<file path="config.mk">
export PLATFORM = sky130hd
export DESIGN_NAME = result_drain
export DESIGN_NICKNAME = d
export VERILOG_FILES = /design/src/rtl/simd_pkg.sv /design/src/rtl/drain_fifo.sv /design/src/rtl/result_drain.sv
export SDC_FILE = /design/constraint.sdc
export NUM_CORES = 1
export LEC_CHECK = 0
export CAP_MARGIN = 25
export CORE_MARGIN = 2
export CORE_UTILIZATION = 35
export CTS_CLUSTER_SIZE = 10
export DETAILED_ROUTE_END_ITERATION = 10
export GPL_TIMING_DRIVEN = 0
export HOLD_SLACK_MARGIN = 0.05
export PLACE_DENSITY = 0.64
export SLEW_MARGIN = 20
export SYNTH_ARGS = -nofsm -noshare
export SYNTH_HDL_FRONTEND = slang
export SYNTH_SLANG_ARGS = --single-unit
</file>
<file path="constraint.sdc">
create_clock -name clk -period 4.15 [get_ports clk]
set_clock_uncertainty 0.1 [all_clocks]
set_input_delay 0.83 -clock clk [delete_from_list [all_inputs] [get_ports clk]]
set_output_delay 0.83 -clock clk [all_outputs]
set_load 0.005 [all_outputs]
</file>
<file path="src/rtl/simd_pkg.sv">
// Shared SIMD array geometry, result-row type and result-drain FSM state encoding.
package simd_pkg;
  localparam int PE_COUNT   = 4;
  localparam int DATA_WIDTH = 32;
  localparam int BRAM_DEPTH = 2048;
  localparam int ADDR_WIDTH = $clog2(BRAM_DEPTH);

  typedef logic [PE_COUNT-1:0][DATA_WIDTH-1:0] row_t;

  typedef enum logic [1:0] {
    S_IDLE,
    S_READ,
    S_FLUSH
  } drain_state_t;
endpackage

</file>
<file path="src/rtl/drain_fifo.sv">
// Small synchronous FIFO with combinational head read; push on full and pop on empty are dropped.
module drain_fifo #(
  parameter int DEPTH = 4,
  parameter int WIDTH = 8,
  localparam int PW = (DEPTH > 1) ? $clog2(DEPTH) : 1,
  localparam int CW = $clog2(DEPTH + 1)
) (
  input  logic             clk,
  input  logic             rstn,
  input  logic             push,
  input  logic [WIDTH-1:0] push_data,
  input  logic             pop,
  output logic [WIDTH-1:0] pop_data,
  output logic             full,
  output logic             empty,
  output logic [CW-1:0]    count
);
  logic [WIDTH-1:0] mem [DEPTH];
  logic [PW-1:0]    wr_ptr;
  logic [PW-1:0]    rd_ptr;
  logic             do_push;
  logic             do_pop;

  function automatic logic [PW-1:0] ptr_next(input logic [PW-1:0] p);
    return (p == PW'(DEPTH - 1)) ? '0 : p + PW'(1);
  endfunction

  assign full     = (count == CW'(DEPTH));
  assign empty    = (count == '0);
  assign do_push  = push && !full;
  assign do_pop   = pop && !empty;
  assign pop_data = mem[rd_ptr];

  always_ff @(posedge clk) begin
    if (do_push) mem[wr_ptr] <= push_data;
  end

  always_ff @(posedge clk) begin
    if (!rstn) begin
      wr_ptr <= '0;
      rd_ptr <= '0;
      count  <= '0;
    end else begin
      if (do_push) wr_ptr <= ptr_next(wr_ptr);
      if (do_pop)  rd_ptr <= ptr_next(rd_ptr);
      count <= count + CW'(do_push) - CW'(do_pop);
    end
  end
endmodule

</file>
<file path="src/rtl/result_drain.sv">
// Streams a run of result-BRAM rows out on a valid/ready port, issuing reads only
// when the landing FIFO is guaranteed room, so m_ready may stall indefinitely.
module result_drain #(
  parameter int PE_COUNT   = simd_pkg::PE_COUNT,
  parameter int DATA_WIDTH = simd_pkg::DATA_WIDTH,
  parameter int BRAM_DEPTH = simd_pkg::BRAM_DEPTH,
  parameter int RD_LATENCY = 2,
  localparam int ADDR_WIDTH = $clog2(BRAM_DEPTH),
  localparam int ROW_W      = PE_COUNT * DATA_WIDTH
) (
  input  logic                  clk,
  input  logic                  rstn,
  input  logic                  start,
  input  logic [ADDR_WIDTH-1:0] base_addr,
  input  logic [ADDR_WIDTH:0]   row_count,
  output logic [ADDR_WIDTH-1:0] bram_addr,
  output logic                  bram_en,
  input  logic [ROW_W-1:0]      bram_dout,
  output logic                  m_valid,
  input  logic                  m_ready,
  output logic [ROW_W-1:0]      m_data,
  output logic                  m_last,
  output logic                  busy,
  output logic                  done
);
  import simd_pkg::drain_state_t;
  import simd_pkg::S_IDLE;
  import simd_pkg::S_READ;
  import simd_pkg::S_FLUSH;

  localparam int FIFO_DEPTH = RD_LATENCY + 2;
  localparam int FCW        = $clog2(FIFO_DEPTH + 1);
  localparam int CW         = $clog2(2 * RD_LATENCY + 3);
  localparam int NW         = ADDR_WIDTH + 1;

  drain_state_t          state, state_nxt;
  logic [ADDR_WIDTH-1:0] addr;
  logic [NW-1:0]         remaining;
  logic [RD_LATENCY-1:0] vld_pipe;
  logic [RD_LATENCY-1:0] last_pipe;
  logic                  done_q;
  logic [CW-1:0]         in_flight;
  logic [CW-1:0]         occupancy;
  logic                  fifo_full;
  logic                  fifo_empty;
  logic [FCW-1:0]        fifo_count;
  logic [ROW_W:0]        fifo_head;
  logic                  issue;
  logic                  issue_last;
  logic                  xfer;
  logic                  xfer_last;
  logic                  start_rows;

  // Every issued-but-unconsumed row owns a FIFO slot, so pushes can never overflow.
  always_comb begin
    in_flight = '0;
    for (int i = 0; i < RD_LATENCY; i++) in_flight = in_flight + CW'(vld_pipe[i]);
  end

  assign occupancy  = in_flight + CW'(fifo_count);
  assign issue      = (state == S_READ) && !fifo_full && (occupancy < CW'(FIFO_DEPTH));
  assign issue_last = issue && (remaining == NW'(1));
  assign start_rows = start && (row_count != '0);

  assign m_valid   = !fifo_empty;
  assign m_data    = fifo_head[ROW_W-1:0];
  assign m_last    = m_valid && fifo_head[ROW_W];
  assign xfer      = m_valid && m_ready;
  assign xfer_last = xfer && m_last;

  assign bram_en   = issue;
  assign bram_addr = addr;
  assign busy      = (state != S_IDLE);
  assign done      = done_q;

  always_comb begin
    state_nxt = state;
    case (state)
      S_IDLE:  if (start_rows) state_nxt = S_READ;
      S_READ:  if (issue_last) state_nxt = S_FLUSH;
      S_FLUSH: if (xfer_last)  state_nxt = S_IDLE;
      default: state_nxt = S_IDLE;
    endcase
  end

  always_ff @(posedge clk) begin
    if (!rstn) begin
      state     <= S_IDLE;
      addr      <= '0;
      remaining <= '0;
      vld_pipe  <= '0;
      last_pipe <= '0;
      done_q    <= 1'b0;
    end else begin
      state  <= state_nxt;
      done_q <= xfer_last || ((state == S_IDLE) && start && (row_count == '0));
      vld_pipe[0]  <= issue;
      last_pipe[0] <= issue_last;
      for (int i = 1; i < RD_LATENCY; i++) begin
        vld_pipe[i]  <= vld_pipe[i-1];
        last_pipe[i] <= last_pipe[i-1];
      end
      if ((state == S_IDLE) && start_rows) begin
        addr      <= base_addr;
        remaining <= row_count;
      end else if (issue) begin
        addr      <= (addr == ADDR_WIDTH'(BRAM_DEPTH - 1)) ? '0 : addr + ADDR_WIDTH'(1);
        remaining <= remaining - NW'(1);
      end
    end
  end

  drain_fifo #(
    .DEPTH (FIFO_DEPTH),
    .WIDTH (ROW_W + 1)
  ) u_fifo (
    .clk       (clk),
    .rstn      (rstn),
    .push      (vld_pipe[RD_LATENCY-1]),
    .push_data ({last_pipe[RD_LATENCY-1], bram_dout}),
    .pop       (xfer),
    .pop_data  (fifo_head),
    .full      (fifo_full),
    .empty     (fifo_empty),
    .count     (fifo_count)
  );
endmodule

</file>
==> run metrics, run 1 <==
status completed; complex-gate fraction of the synthesized area approximately 2.6%; DR iter-0 viols 644; CTS tree yes; Synth async-reset ratio 0%; syn avg cell area approximately 23 um2; Final GP Congestion between 0.8 and 0.9; clock buffer count from CTS 67; placed cells 1988; nets between 1000 and 1500; Worst EP arrival approximately 3 ns; Post-Synth Adder-Cell Area less than 1%; Final Hold Viols 0; area of the core between 50000 and 60000 um2; Ports about 300; Seq/Total Area, Yosys between 70% and 80%; max cap viols 0; routed vias/inst ~5.0; pin count of the biggest net entering global routing 45; slew margin rel. 49.6%; Synth Cell Area 20600 um2; Design Area, Final 26800 um2; final setup fails 0; largest family of logic cells by synthesized area multiplexers; Syn Nets roughly 1100; final setup margin roughly 0.19 ns; layout cell share with drive strength beyond 1 19.1%; Main synth FF type edfxtp_1; final std cells w/o fill 2083; number of global-route vias before repair 10900; setup tns final 0 ns; Routed WL per cell between 20 and 25 um; total clock sinks around 560; Fillers between 4000 and 5000; Die H 247 um; Seq. cell area 16300 um2; DRT antenna net count 0; WL met1 between 15000 and 20000 um; EDFF count, synth a little over 500; area of the multi-input gates about 4100 um2; critical path type reg -> out; root buf cell clkbuf_16; die area slightly above 60000 um2; simple-gate area share of the yosys netlist between 2 and 2.5%; Worst Hold Class reg -> reg; Reg clk slew, reported paths 0.06 ns; leakage power around 8.4 nW; synth warn 0; grt total ovfl 0; Vias 10400; CP Max Fanout 10; hold_buf cts 0; Clk Latency, worst-skew pair approximately 0.58 ns; Row Count about 90; Worst setup EP type output pin; Highest Signal Layer met5; # DRC 0; Max Buffers Root-to-Sink 3; Startpoint Class flop; FF+latch count, synth 555; Power Dens Cells 518 nW/um2; metal2 WL roughly 22000 um; Area after DPL around 25000 um2; Peak Freq 253 MHz; xor-xnor portion of the synthesized cell area less than 1%; Hold WS 0.347 ns; Final Cycle Share a little over nine tenths; area delta synth->final 29.9%; dpl ws 0.499 ns; DP HPWL 28100 um; Syn Inst Count 914; Met3 Routed Length ~3400 um; RSZ-0062 raised after global routing no; worst vdd ir approximately 0.32 mV; Tot GR Track Use between 10% and 20%; H-tree depth 3; IO buf count roughly 300; actual slew at the worst max-slew pin roughly 0.76 ns; length of the first detailed-routing pass in iterations 5; Initial Util 35.6%; mux cell area share after synthesis 14.2%; first-pass GRT wire length 66400 um; Slew Viols, Final 0; Chip Width approximately 250 um; routed wire length about 45000 um; initial antenna violation count 2; synth unique cells 52; Final Critical Period around 4 ns; Data required, critical path 3.22 ns
==> per-stage QoR <==
stage               util [%]  power [mW]
floorplan                  -        7.65
global placement        42.4        8.97
detailed placement      42.9        8.99
CTS                     46.1        14.1
global route            46.2        14.5
finish                  46.2        13.9
==> worst max-delay path: stages (launching register included) <==
cell and delay (ns):
dfxtp_1 0.35, clkbuf_2 0.47, clkbuf_1 0.64, mux4_2 0.50, clkdlybuf4s50_1 0.48
==> area by class of cell <==
class / instances / area share, %
flip-flops and latches: 555 / 60.8
multi-input cells: 308 / 15.4
repair buffers: 311 / 12.4
clock buffers: 83 / 6.61
well taps: 765 / 3.58
plain buffers: 39 / 0.683
clock inverters: 9 / 0.318
inverters: 12 / 0.168
diodes: 1 / 0.00935
==> layout by cell type, fill, tap and decap left out, types with 4 or more instances in the layout <==
| master | netlist | final |
|---|---|---|
| o31a_1 | 4 | 4 |
| ha_1 | 10 | 10 |
| nand2_1 | 15 | 15 |
| a31oi_1 | 6 | 6 |
| o21ai_0 | 7 | 7 |
| nand3_1 | 18 | 18 |
| clkbuf_1 | 23 | 32 |
| dfxtp_1 | 39 | 39 |
| buf_16 | 0 | 12 |
| a21oi_1 | 17 | 17 |
| o21a_1 | 5 | 5 |
| xor2_1 | 4 | 4 |
| and2_4 | 0 | 4 |
| clkbuf_16 | 0 | 68 |
| clkdlybuf4s50_1 | 0 | 297 |
| and2_1 | 10 | 6 |
| o211ai_1 | 10 | 10 |
| nor4_1 | 4 | 4 |
| mux4_2 | 129 | 129 |
| buf_2 | 15 | 14 |
| nor2_1 | 15 | 15 |
| inv_1 | 11 | 11 |
| o21ai_1 | 5 | 5 |
| clkbuf_2 | 0 | 4 |
| or3_1 | 6 | 6 |
| edfxtp_1 | 516 | 516 |
==> sequential cells by signal, summed over array words and instances (netlist names), named ones only <==
register	count
state	2
bram_addr	11
u_fifo.count	3
vld_pipe	2
u_fifo.wr_ptr	2
remaining	12
done	1
last_pipe	2
u_fifo.rd_ptr	2
u_fifo.mem	516
==> final timing paths <==
path	from	to	slack, ns	cells after the start
hold reg to reg	last_pipe[0]	last_pipe[1]	0.35	1
setup reg to reg	u_fifo.count[1]	u_fifo.mem[3][110]	1.54	5
setup / recovery	flop	m_data[35]	0.19	4
hold / removal	last_pipe[0]	last_pipe[1]	0.35	1
==> where the power goes <==
part           internal [mW]  switching [mW]
logic                   1.48            1.04
clock network           2.98            2.05
registers               6.23          0.0736
total                   10.7            3.16
==> per-layer routing <==
metal / GRT usage [%] / vias to the layer above
met5: 0 / -
met2: 23.5 / 328
li1: - / 4620
met1: 19.0 / 5351
met4: 5.10 / 4
met3: 4.41 / 68
==> kinds of logic after synthesis <==
| family | count (synthesis) |
|---|---|
| DFF | 555 |
| muxes | 131 |
| and+or+nand+nor | 85 |
| AOI/OAI and AO/OA | 75 |
| buffers and inverters | 51 |
| adders and majority gates | 11 |
| xor gates and xnor gates | 6 |
==> cell usage after synthesis, types with 2 or more instances <==
master | instances | share of area (%)
o2111ai_1 | 2 | 0.085
o21ai_1 | 5 | 0.12
xor2_1 | 4 | 0.17
o21ai_0 | 7 | 0.17
inv_1 | 11 | 0.20
o22ai_1 | 2 | 0.061
and3_1 | 2 | 0.061
o31a_1 | 4 | 0.17
xnor2_1 | 2 | 0.085
nor4_1 | 4 | 0.12
a2bb2oi_1 | 2 | 0.085
buf_2 | 15 | 0.36
o311a_1 | 2 | 0.097
nor2_1 | 15 | 0.27
ha_1 | 10 | 0.61
mux4_2 | 129 | 14
mux2i_1 | 2 | 0.097
nand4_1 | 3 | 0.091
a21oi_1 | 17 | 0.41
clkbuf_1 | 23 | 0.42
a32oi_1 | 2 | 0.085
and4_1 | 3 | 0.13
edfxtp_1 | 516 | 75
o21a_1 | 5 | 0.18
nand3_1 | 18 | 0.44
o211ai_1 | 10 | 0.36
a31oi_1 | 6 | 0.18
nand2_1 | 15 | 0.27
dfxtp_1 | 39 | 3.8
or3_1 | 6 | 0.18
and2_1 | 10 | 0.30
nor3_1 | 2 | 0.049
or3b_2 | 2 | 0.085
==> repair_timing <==
item	4_1_cts	5_1_grt
gates resized for setup	2	6
endpoints found under the setup margin	14	13
pin swaps	1	1
buffers inserted	0	2
Power figures use the tool's default switching activity.
==> run 2: changes to the inputs <==
SETUP_SLACK_MARGIN = 0.3   (was default)
==> run metrics, run 2 (synthesized netlist as in run 1, its figures left out) <==
leakage power 8.45 nW; number of global-route vias before repair 10900; routed vias/inst just under 5; die area approximately 61000 um2; CTS tree yes; total clock sinks approximately 560; worst vdd ir ~0.32 mV; Die H ~250 um; Final Cycle Share ~91%; Worst EP arrival 2.84 ns; RSZ-0062 raised after global routing yes; max cap viols 0; ant diodes 0; Reg with most FFs u_fifo.mem; Tot GR Track Use ~15%; Startpoint Class flop; Worst setup EP type output pin; Final GP Congestion around 0.86; RR Startpoint u_fifo.count[1]; Peak Freq 265 MHz; Final Hold Viols 0; hold_sp last_pipe[0]; DRT antenna net count 0; first-pass GRT wire length roughly 66000 um; DP HPWL roughly 28000 um; root buf cell clkbuf_16; Fillers around 4900; IO buf count 297; Ports roughly 300; area of the core around 58000 um2; Design Area, Final about 27000 um2; Power Dens Cells ~520 nW/um2; layout cell share with drive strength beyond 1 between 10% and 20%; Routed WL per cell roughly 21 um; Chip Width around 250 um; final setup fails 0; Vias roughly 10000; grt total ovfl 0; routed wire length 44500 um; actual slew at the worst max-slew pin 0.675 ns; nets 1460; Slew Viols, Final 0; Hold Path Sink last_pipe[1]; area delta synth->final 30.1%; H-tree depth 3; reg2reg setup slack ~1.5 ns; pin count of the biggest net entering global routing 45; max reg flops between 500 and 600; # DRC 0; Reg clk slew, reported paths roughly 0.060 ns; Data required, critical path approximately 3.2 ns; hold_buf cts 0; Max Buffers Root-to-Sink 3; Final Critical Period between 3 and 4 ns; Hold Crit Depth 1; reg-to-reg endpoint u_fifo.mem[3][110]; clock buffer count from CTS 67; initial antenna violation count 2; most frequent cells in the layout edfxtp_1, clkdlybuf4s50_1, mux4_2; Worst Hold Class reg -> reg; Area after DPL 24900 um2; Design Power ~14 mW; length of the first detailed-routing pass in iterations 5; Row Count 88; commonest non-fill, non-tap cell in the layout edfxtp_1; CP Max Fanout 10; slew margin rel. a little over half; status completed; R2R depth 5; DR iter-0 viols between 600 and 700; Initial Util 35.6%; critical path type reg -> out; Clk Latency, worst-skew pair ~0.58 ns
==> run 2: changes by cell type in the layout (fill, tap and decap cells not counted), moves of 4 or more <==
cell      change
clkbuf_4      +7
clkbuf_1     -10
buf_4         +4
clkbuf_2      +9
buf_2         -9
==> run 2: how the worst max path moves through the flow <==
| stage | startpoint | endpoint | slack [ns] | cells past startpoint |
|---|---|---|---|---|
| global placement | u_fifo.count[1] | u_fifo.mem[1][19] | -0.62 | 3 |
| global route | u_fifo.count[0] | bram_en | 0.24 | 8 |
| CTS | flop | m_data[109] | 0.30 | 4 |
| finish | u_fifo.count[0] | bram_en | 0.38 | 8 |
| detailed placement | flop | m_data[109] | 0.50 | 4 |
| floorplan | u_fifo.count[1] | u_fifo.mem[3][0] | 1.00 | 3 |
==> run 2: worst max-delay path: stages (launching register included) <==
cell	delay, ns
dfxtp_1	0.36
ha_1	0.24
a21o_1	0.21
a2111oi_4	0.33
buf_4	0.19
nor2_4	0.07
inv_2	0.06
buf_2	0.23
clkdlybuf4s50_1	0.55
==> run 2: per-stage QoR <==
stage / hold slack, ns / instances / setup TNS [ns] / utilization (%) / setup WS (ns)
6_report: 0.348 / 2082 / 0 / 46.3 / 0.381
5_1_grt: 0.380 / 2082 / 0 / 46.3 / 0.240
4_1_cts: 0.352 / 2081 / 0 / 46.2 / 0.300
3_5_place_dp: 0.332 / 1988 / 0 / 42.9 / 0.499
3_3_place_gp: 0.317 / 1976 / -303.42 / 42.4 / -0.625
2_1_floorplan: 0.312 / 914 / 0 / - / 1.00
==> run 2: power breakdown <==
group	internal (mW)	switching, mW
combinational	1.50	1.04
sequential	6.23	0.0736
clock	2.98	2.05
total	10.7	3.17
==> run 2: layer usage <==
metal  wire, um  global-route usage (%)
met1      18900                    19.0
met2      21600                    23.5
met3       3140                    4.43
met4        924                    5.23
met5         23                       0
==> run 2: layout make-up <==
class / count / area [um2] / share of cell area, %
Sequential cell: 555 / 16300 / 60.7
Tap cell: 765 / 957 / 3.57
Inverter: 12 / 45.0 / 0.168
Clock inverter: 9 / 85.1 / 0.318
Multi-Input combinational cell: 308 / 4130 / 15.4
Clock buffer: 83 / 1770 / 6.60
Buffer: 39 / 218 / 0.813
Timing Repair Buffer: 311 / 3320 / 12.4
==> run 2: what timing repair did <==
action	4_1_cts	5_1_grt
buffers inserted	1	1
resized for setup	19	11
pin swaps	1	1
endpoints found under the setup margin	121	56
